### config.mk
export PLATFORM = sky130hd
export DESIGN_NAME = sirv_qspi_flash_rdpack
export DESIGN_NICKNAME = d
export VERILOG_FILES = /design/src/rtl/sirv_qspi_flash_rdpack.sv
export SDC_FILE = /design/constraint.sdc
export NUM_CORES = 1
export LEC_CHECK = 0
export BUFFER_PORTS_ARGS = -buffer_cell sky130_fd_sc_hd__buf_2
export CORE_MARGIN = 1
export CORE_UTILIZATION = 45
export DETAILED_ROUTE_END_ITERATION = 10
export HOLD_SLACK_MARGIN = 0.06
export PLACE_DENSITY = 0.84
export SYNTH_ARGS = -nofsm -noshare
export SYNTH_HDL_FRONTEND = slang
export SYNTH_SLANG_ARGS = --single-unit
### constraint.sdc
create_clock -name clk -period 2.9 [get_ports clk]
set_clock_uncertainty 0.2 [all_clocks]
set_input_delay 0.145 -clock clk [delete_from_list [all_inputs] [get_ports clk]]
set_output_delay 0.145 -clock clk [all_outputs]
set_load 0.05 [all_outputs]
### src/rtl/sirv_qspi_flash_rdpack.sv
// sirv_qspi_flash_rdpack
// ICB read front-end for the QSPI flash-map engine. Each legal read command
// becomes a sequence of single-byte address requests. The returned bytes are
// packed into a 32-bit word by lane, and one ICB response goes back per command.
// Writes and misaligned or illegal-size reads get an immediate error response
// and never touch the flash.
// Optional build macro: SIRV_QSPI_RDPACK_TIMEOUT_EN. When it is defined, a
// data-return watchdog aborts the command after TO_CYC idle DATA cycles.
module sirv_qspi_flash_rdpack #(
    parameter int AW     = 29,
    parameter int TO_CYC = 1023
) (
    input  logic        clk,
    input  logic        rst_n,
    input  logic        i_icb_cmd_valid,
    output logic        i_icb_cmd_ready,
    input  logic [31:0] i_icb_cmd_addr,
    input  logic        i_icb_cmd_read,
    input  logic [1:0]  i_icb_cmd_size,
    output logic        i_icb_rsp_valid,
    input  logic        i_icb_rsp_ready,
    output logic [31:0] i_icb_rsp_rdata,
    output logic        i_icb_rsp_err,
    output logic        f_addr_valid,
    input  logic        f_addr_ready,
    output logic [31:0] f_addr_next,
    output logic [31:0] f_addr_hold,
    input  logic        f_data_valid,
    output logic        f_data_ready,
    input  logic [7:0]  f_data_bits
);

    // Keeps the flash byte address inside the 2^AW window.
    localparam logic [63:0] MASK64    = (64'd1 << AW) - 64'd1;
    localparam logic [31:0] ADDR_MASK = MASK64[31:0];

    typedef enum logic [1:0] {
        S_IDLE,
        S_ADDR,
        S_DATA,
        S_RSP
    } state_t;

    state_t      state;
    state_t      state_nxt;

    logic [31:0] addr_q;      // command address, as presented on the bus
    logic [1:0]  size_q;      // command size code
    logic [1:0]  idx_q;       // index of the byte currently being fetched
    logic [31:0] hold_q;      // last byte address handed to the flash map
    logic [31:0] data_q;      // packed read word
    logic        err_q;       // error flag returned with the response

    logic        cmd_hsk;
    logic        cmd_err;
    logic        addr_hsk;
    logic        data_hsk;
    logic        beat_last;
    logic        timeout;
    logic [1:0]  last_idx;
    logic [1:0]  lane;
    logic [31:0] req_addr;

    assign cmd_hsk  = i_icb_cmd_valid & i_icb_cmd_ready;
    assign addr_hsk = (state == S_ADDR) & f_addr_ready;
    assign data_hsk = (state == S_DATA) & f_data_valid;

    // Reject writes, the illegal size code and reads not aligned to their size.
    assign cmd_err = ~i_icb_cmd_read
                   | (i_icb_cmd_size == 2'd3)
                   | ((i_icb_cmd_size == 2'd1) & i_icb_cmd_addr[0])
                   | ((i_icb_cmd_size == 2'd2) & (|i_icb_cmd_addr[1:0]));

    // The last byte index is N-1, which is 0, 1 or 3 for byte, half or word.
    assign last_idx  = {size_q[1], size_q[1] | size_q[0]};
    assign beat_last = (idx_q == last_idx);
    assign lane      = addr_q[1:0] + idx_q;
    assign req_addr  = (addr_q & ADDR_MASK) + {30'd0, idx_q};

`ifdef SIRV_QSPI_RDPACK_TIMEOUT_EN
    localparam logic [9:0] TO_LIM = 10'(TO_CYC);

    logic [9:0] to_cnt;

    // A beat in the same cycle as the limit wins, so timeout needs an idle cycle.
    assign timeout = (state == S_DATA) & ~f_data_valid & (to_cnt == TO_LIM);

    // Watchdog: cleared on entry to DATA, counts DATA cycles without a beat.
    always_ff @(posedge clk or negedge rst_n) begin
        if (!rst_n) begin
            to_cnt <= '0;
        end else if (addr_hsk) begin
            to_cnt <= '0;
        end else if ((state == S_DATA) && !f_data_valid && !timeout) begin
            to_cnt <= to_cnt + 10'd1;
        end
    end
`else
    assign timeout = 1'b0;
`endif

    // State register.
    always_ff @(posedge clk or negedge rst_n) begin
        if (!rst_n) begin
            state <= S_IDLE;
        end else begin
            // NOTE: sequential state uses non-blocking assignments so every flop samples pre-edge values.
            state <= state_nxt;
        end
    end

    // Next-state logic.
    always_comb begin
        // NOTE: the default assignment first means no path leaves state_nxt unassigned, so no latch.
        state_nxt = state;
        case (state)
            S_IDLE: if (cmd_hsk)         state_nxt = cmd_err ? S_RSP : S_ADDR;
            S_ADDR: if (f_addr_ready)    state_nxt = S_DATA;
            S_DATA: begin
                if (f_data_valid)        state_nxt = beat_last ? S_RSP : S_ADDR;
                else if (timeout)        state_nxt = S_RSP;
            end
            S_RSP:  if (i_icb_rsp_ready) state_nxt = S_IDLE;
            default:                     state_nxt = S_IDLE;
        endcase
    end

    // Outputs decoded from the state. Command ready is also low while reset is asserted.
    always_comb begin
        i_icb_cmd_ready = (state == S_IDLE) & rst_n;
        i_icb_rsp_valid = (state == S_RSP);
        i_icb_rsp_rdata = (state == S_RSP) ? data_q : 32'd0;
        i_icb_rsp_err   = (state == S_RSP) & err_q;
        f_addr_valid    = (state == S_ADDR);
        f_addr_next     = (state == S_ADDR) ? req_addr : 32'd0;
        f_addr_hold     = hold_q;
        f_data_ready    = (state == S_DATA);
    end

    // Datapath: command capture, hold tracking and byte packing.
    always_ff @(posedge clk or negedge rst_n) begin
        if (!rst_n) begin
            // NOTE: the data word is a plain register rather than a memory, so it resets to zero.
            addr_q <= '0;
            size_q <= '0;
            idx_q  <= '0;
            hold_q <= '0;
            data_q <= '0;
            err_q  <= 1'b0;
        end else begin
            if (cmd_hsk) begin
                addr_q <= i_icb_cmd_addr;
                size_q <= i_icb_cmd_size;
                idx_q  <= '0;
                data_q <= '0;
                err_q  <= cmd_err;
            end
            if (addr_hsk) begin
                hold_q <= f_addr_next;
            end
            if (data_hsk) begin
                data_q[{lane, 3'b000} +: 8] <= f_data_bits;
                idx_q                       <= idx_q + 2'd1;
            end
            if (timeout) begin
                // Forget the open flash transaction so the next access starts fresh.
                hold_q <= '0;
                err_q  <= 1'b1;
            end
        end
    end

endmodule

==> results.ini, run 1 <==
[worst_setup_path]
crit_arrival_ns = 2.64
slowest_delay_ns = 0.52
setup.worst_path.end_class = output port
cpMaxStageDelayCell = or4_4
crit_path_frequent_cell = a21oi_1
startpoint_type = register
cp_max_fo = 12
cp.required_ns = 2.56
crit_type = register to output port
cp_cell_sequence = ha_1 -> a21oi_1 -> or4_4 -> o41ai_1 -> a21oi_1 -> buf_2

[clock_network]
cts_buffers = 9
clk_pin_slew_ns = 0.09
h-tree-depth = 3
worstSkewPairLatency_ns = 0.36
cts_sinks = 98
clock_tree.root_cell = clkbuf_8
cts_tree = yes
cts_buffer_depth = 2

[power]
p_int_mw = 3.540
p_leak_nw = 3.232
netSwitchingPower_mw = 3.632
power.density_mw_per_mm2 = 1068
p_sw_share_pct = 50.64
power_frac_comb_pct = 53.5
seqPwrFrac_pct = 33.8
ir_drop_mv = 0.5303
clkPwrFrac_pct = 12.7

[timing]
tightest_slew_ns = 0.6634
setup_violations = 7
rsz0062_at_grt = true
finalHoldViolations = 0
whs_ns = 0.2085
slew-limit-headroom_pct = 55.78
fin_ws_ns = -0.08273
slew_viol_final = 0
max_freq_mhz = 335.3
fin_crit_ns = 2.983
period_share_pct = 102.9

[synthesis]
ys_seq_area_share_pct = 50.39
synthXorXnorAreaFrac_pct = 1.620
syn_area_sq_mm = 0.004867
ys.flop_type = dfrtp_1
ys_warn_count = 0
synth_top_family_by_area = simple AND/OR/NAND/NOR gates
synth_cell_types = 45
synthAdderAreaFrac_pct = 2.211
synthMuxAreaShare_pct = 5.784
synth-compound-area-share_pct = 16.43
async_flop_share_pct = 100.0
netlist_instances = 478
synth_edf_count = 0
ys_seq_elements = 98
syn_avg_cell_area_sq_um = 10.18
synth-simple-area-share_pct = 19.69

[global_route]
met2_usage_pct = 41.04
grt_pass1_wl_mm = 21.98
grt_max_degree = 56
antenna_found_initial = 0
grt_pass1_vias = 4423
grt-ovfl-total = 0
grt_use_met3_pct = 4.537
met1_usage_pct = 32.62
busiest_layer = met2
grt_usage_pct = 24.87

[drt]
ant_nets = 0
drtIter0Drc = 293
vias = 4568
avgViaCountPerCell = 5.626
routed_wl_mm = 13.76
drc = 0
wl_per_cell_um = 16.94
first_pass_iters = 6

[finish]
layout_commonest_cell = buf_2
num-nets-final = 728
diodes = 0
syn_to_final_growth_pct = 37.97
mostFrequentLayoutCells = buf_2 (128), dfrtp_1 (95), dlygate4sd3_1 (45)
drive_gt1_share_pct = 36.54

[place]
portBuffers = 142
place_congestion = 0.8432
dp_slack_ns = 0.01784
hpwl_mm = 9.495

[die]
initial_utilization_pct = 46.73
row_count = 37
io_pins = 150
die_x_um = 106
die-area_sq_mm = 0.01124
die_h_um = 106
core_sq_mm = 0.01042

[job]
max_cap_violations = 0

[outcome]
violations = negative setup slack
status = finished with violations

[min_path]
min_path_type = input pin to register

-- cell usage after synthesis (all sizes together), types with 6 or more instances --
library cell | number | area [sq um]
or3 | 7 | 43.79
xnor2 | 7 | 61.31
ha | 7 | 87.58
a21oi | 26 | 130.1
nand2 | 35 | 138.9
inv | 10 | 37.54
a22o | 36 | 315.3
clkbuf | 25 | 93.84
nand4 | 6 | 50.04
nor2 | 31 | 116.4
and3 | 35 | 219.0
dfrtp | 98 | 2452
o21ai | 36 | 180.2
nor3 | 8 | 40.04
nand3 | 14 | 75.07
buf | 8 | 53.80
or4 | 11 | 90.08
mux2 | 25 | 281.5
a31oi | 16 | 100.1
-- cell type report --
| type | instances | area (sq um) |
|---|---|---|
| clock buffer | 11 | 141.4 |
| clock inverter | 5 | 62.56 |
| fill | 809 | 3701 |
| inverter | 10 | 37.54 |
| multi-input combinational | 340 | 2406 |
| sequential | 98 | 2456 |
| tap | 136 | 170.2 |
| timing repair buffer | 212 | 1441 |
-- through the flow --
step / utilization, % / std cells / cell area, sq um / power (mW) / setup TNS, ns
finish: 64.47 / 812 / 6715 / 7.172 / -0.1932
global route: 64.47 / 812 / 6715 / 7.580 / -1.007
CTS: 63.95 / 810 / 6661 / 7.097 / -0.3854
detailed placement: 56.25 / 747 / 5859 / 6.009 / 0
global placement: 56.25 / 747 / 5859 / 5.900 / 0
floorplan: - / 481 / 4938 / 5.023 / -0.1061
-- cells by family (layout without fill, tap and decap cells) --
| group | after synthesis | in the layout |
|---|---|---|
| mux | 25 | 25 |
| flops | 98 | 98 |
| buf+inv | 43 | 238 |
| fa+ha+maj | 8 | 8 |
| other cells | 1 | 4 |
| compound gates | 123 | 123 |
| xor+xnor | 9 | 9 |
| simple gates | 171 | 171 |
-- worst max-delay path, delay by kind of cell (launching register included) --
kind,cells,cell delay (ns)
buffers and inverters,1,0.25
DFF,1,0.43
and+or+nand+nor,1,0.52
adders and majority gates,1,0.29
AOI/OAI and AO/OA,3,0.78
-- layer usage --
layer	wire length (um)	share of wire [%]	vias up
met1	5864	43	2195
met3	797	5.8	35
met2	6735	49	204
li1	-	-	2134
met5	0	0	-
met4	359	2.6	0
-- path summary, 6_finish.rpt --
check,startpoint,end,slack (ns),cells after the start
setup reg to reg,addr_q[0],data_q[17],0.32,9
hold reg to reg,f_addr_hold[10],f_addr_hold[10],0.29,2
min in group asynchronous,rst_n,data_q[11],0.28,3
hold / removal,i_icb_cmd_valid,err_q,0.21,4
max in group asynchronous,rst_n,f_addr_hold[25],1.19,4
setup / recovery,addr_q[1],f_addr_next[27],-0.08,6
-- power by group through the flow --
stage / sequential [mW] / clock, mW / combinational [mW]
finish: 2.43 / 0.910 / 3.83
global route: 2.51 / 0.976 / 4.10
CTS: 2.41 / 0.922 / 3.77
detailed placement: 2.42 / 0 / 3.59
global placement: 2.39 / 0 / 3.51
floorplan: 2.94 / 0 / 2.08
-- flip-flops by register name (all words and copies together), names as in the netlist --
signal / count
err_q: 1
state: 2
size_q: 2
f_addr_hold: 30
addr_q: 29
data_q: 32
idx_q: 2
-- repair_timing --
item	CTS	global route
gates cloned	0	0
pin swaps	14	1
hold buffers	45	0
gates resized for setup	38	8
buffers inserted	2	2
setup endpoints to repair	14	18
endpoints found under the hold margin	124	0
Power figures use the tool's default switching activity.
==> run 2: changes to the inputs <==
- CORE_MARGIN: 1 -> 2
==> results.ini, run 2 (synthesis gave the netlist of run 1 again) <==
[timing]
setup_violations = 9  ; was 7
fin_crit_ns = 3.045  ; was 2.983 ns
finalHoldViolations = 0  ; unchanged
rsz0062_at_grt = true  ; unchanged
period_share_pct = 105.0  ; was 102.9%
slew-limit-headroom_pct = 51.02  ; was 55.78%
slew_viol_final = 0  ; unchanged
max_freq_mhz = 328.4  ; was 335.3 MHz
fin_ws_ns = -0.1454  ; was -0.08273 ns
tightest_slew_ns = 0.7327  ; was 0.6634 ns
whs_ns = 0.1776  ; was 0.2085 ns

[finish]
diodes = 0  ; unchanged
layout_commonest_cell = buf_2  ; unchanged
largest_reg_flops = 32  ; unchanged
num-nets-final = 733  ; was 728
multi_input_area_sq_mm = 0.002524  ; was 0.002406 sq mm
syn_to_final_growth_pct = 41.47  ; was 37.97%
drive_gt1_share_pct = 38.53  ; was 36.54%
register_area_sq_mm = 0.002457  ; was 0.002456 sq mm
fill_cells = 740  ; was 809
fin_area_sq_mm = 0.006885  ; was 0.006715 sq mm
regMostFlops = data_q  ; unchanged
mostFrequentLayoutCells = buf_2 (126), dfrtp_1 (94), dlygate4sd3_1 (46)  ; was buf_2 (128), dfrtp_1 (95), dlygate4sd3_1 (45)

[clock_network]
clock_tree.root_cell = clkbuf_8  ; unchanged
clk_pin_slew_ns = 0.10  ; was 0.09 ns
cts_buffer_depth = 2  ; unchanged
cts_buffers = 9  ; unchanged
cts_tree = yes  ; unchanged
worstSkewPairLatency_ns = 0.38  ; was 0.36 ns
cts_sinks = 98  ; unchanged
h-tree-depth = 3  ; unchanged

[drt]
avgViaCountPerCell = 5.749  ; was 5.626
routed_wl_mm = 14.46  ; was 13.76 mm
wl_per_cell_um = 17.71  ; was 16.94 um
vias = 4691  ; was 4568
drtIter0Drc = 336  ; was 293
drc = 0  ; unchanged
ant_nets = 0  ; unchanged
first_pass_iters = 7  ; was 6

[global_route]
grt_max_degree = 58  ; was 56
grt_pass1_wl_mm = 21.91  ; was 21.98 mm
antenna_found_initial = 0  ; unchanged
grt_pass1_vias = 4355  ; was 4423
grt-ovfl-total = 0  ; unchanged
grt_usage_pct = 24.09  ; was 24.87%

[place]
placed_area_sq_mm = 0.005859  ; unchanged
portBuffers = 142  ; unchanged
place_congestion = 0.9071  ; was 0.8432
hpwl_mm = 9.704  ; was 9.495 mm

[die]
die_h_um = 108  ; was 106 um
core_sq_mm = 0.01042  ; unchanged
initial_utilization_pct = 46.73  ; unchanged
die-area_sq_mm = 0.01166  ; was 0.01124 sq mm
io_pins = 150  ; unchanged
row_count = 37  ; unchanged
die_x_um = 108  ; was 106 um

[min_path]
min_from = i_icb_cmd_valid  ; unchanged
min_path_cells = 4  ; unchanged
min_path_type = input pin to register  ; unchanged
min_to = err_q  ; unchanged

[worst_setup_path]
crit_arrival_ns = 2.70  ; was 2.64 ns
worstRegToRegCells = 9  ; unchanged
cp_max_fo = 6  ; was 12
cpMaxStageDelayCell = or4_4  ; unchanged
slowest_delay_ns = 0.53  ; was 0.52 ns
rrSetupSlack_ns = 0.23  ; was 0.32 ns
setup.worst_path.end_class = output port  ; unchanged
r2r_end = data_q[23]  ; was data_q[17]
startpoint_type = register  ; unchanged
crit_type = register to output port  ; unchanged
reg2reg_from = idx_q[1]  ; was addr_q[0]
cp_cell_sequence = ha_4 -> a21oi_4 -> or4_4 -> buf_12 -> or4_4 -> a21oi_4 -> buf_6  ; was ha_1 -> a21oi_1 -> or4_4 -> o41ai_1 -> a21oi_1 -> buf_2
cp.required_ns = 2.56  ; about the same

[power]
ir_drop_mv = 0.5780  ; was 0.5303 mV
p_leak_nw = 3.300  ; was 3.232 nW
power.density_mw_per_mm2 = 1057  ; was 1068 mW/mm^2

[outcome]
status = finished with violations  ; unchanged
violations = negative setup slack  ; unchanged

[job]
max_cap_violations = 0  ; unchanged

[run 2: per-stage QoR]
step / std cells / setup slack (ns) / utilization, % / total power, mW / TNS, ns
finish: 816 / -0.1454 / 66.10 / 7.278 / -0.7691
detailed placement: 747 / -0.02083 / 56.25 / 6.009 / -0.02083
CTS: 812 / -0.1355 / 64.08 / 7.028 / -0.5417
global route: 816 / -0.2003 / 66.10 / 7.643 / -1.550
global placement: 747 / 0.02646 / 56.25 / 5.881 / 0
floorplan: 481 / -0.1061 / - / 5.023 / -0.1061
[run 2: area by class of cell]
cell class / count / share of cell area, %
multi-input combinational: 340 / 36.65
tap: 136 / 2.471
timing repair buffer: 217 / 22.10
inverter: 10 / 0.5452
sequential: 98 / 35.69
clock inverter: 6 / 0.7450
clock buffer: 9 / 1.799
[run 2: timing repair]
| action | CTS | global route |
|---|---|---|
| hold buffers | 46 | 0 |
| pin swaps | 18 | 10 |
| setup buffers | 4 | 5 |
| hold endpoints to repair | 113 | 0 |
| setup endpoints to repair | 16 | 17 |
| resized for setup | 43 | 39 |
[run 2: worst max-delay path by stage]
stage	from	end	slack (ns)	cells past startpoint
6_report	addr_q[1]	f_addr_next[19]	-0.15	7
5_1_grt	idx_q[1]	f_addr_next[14]	-0.20	8
4_1_cts	idx_q[0]	f_addr_next[14]	-0.14	8
3_5_place_dp	addr_q[0]	f_addr_next[24]	-0.02	7
3_3_place_gp	idx_q[0]	f_addr_next[24]	0.03	7
2_1_floorplan	idx_q[0]	f_addr_next[24]	-0.11	7
[run 2: report_power, final]
part,internal (mW),switching (mW)
logic,1.29,2.68
clock network,0.321,0.517
registers,1.90,0.576
[run 2: worst max-delay path, delay by kind of cell (launching register included)]
family	cells	cell delay (ns)
compound gates	2	0.21
flops	1	0.45
simple gates	2	1.04
fa+ha+maj	1	0.28
buf+inv	2	0.34
[run 2: per-layer routing]
layer	GRT usage (%)	routed length [um]	up-vias
met5	0	0	-
met4	9.799	370	0
met3	4.641	915	36
met2	39.22	7142	223
met1	31.82	6026	2284
li1	-	-	2148
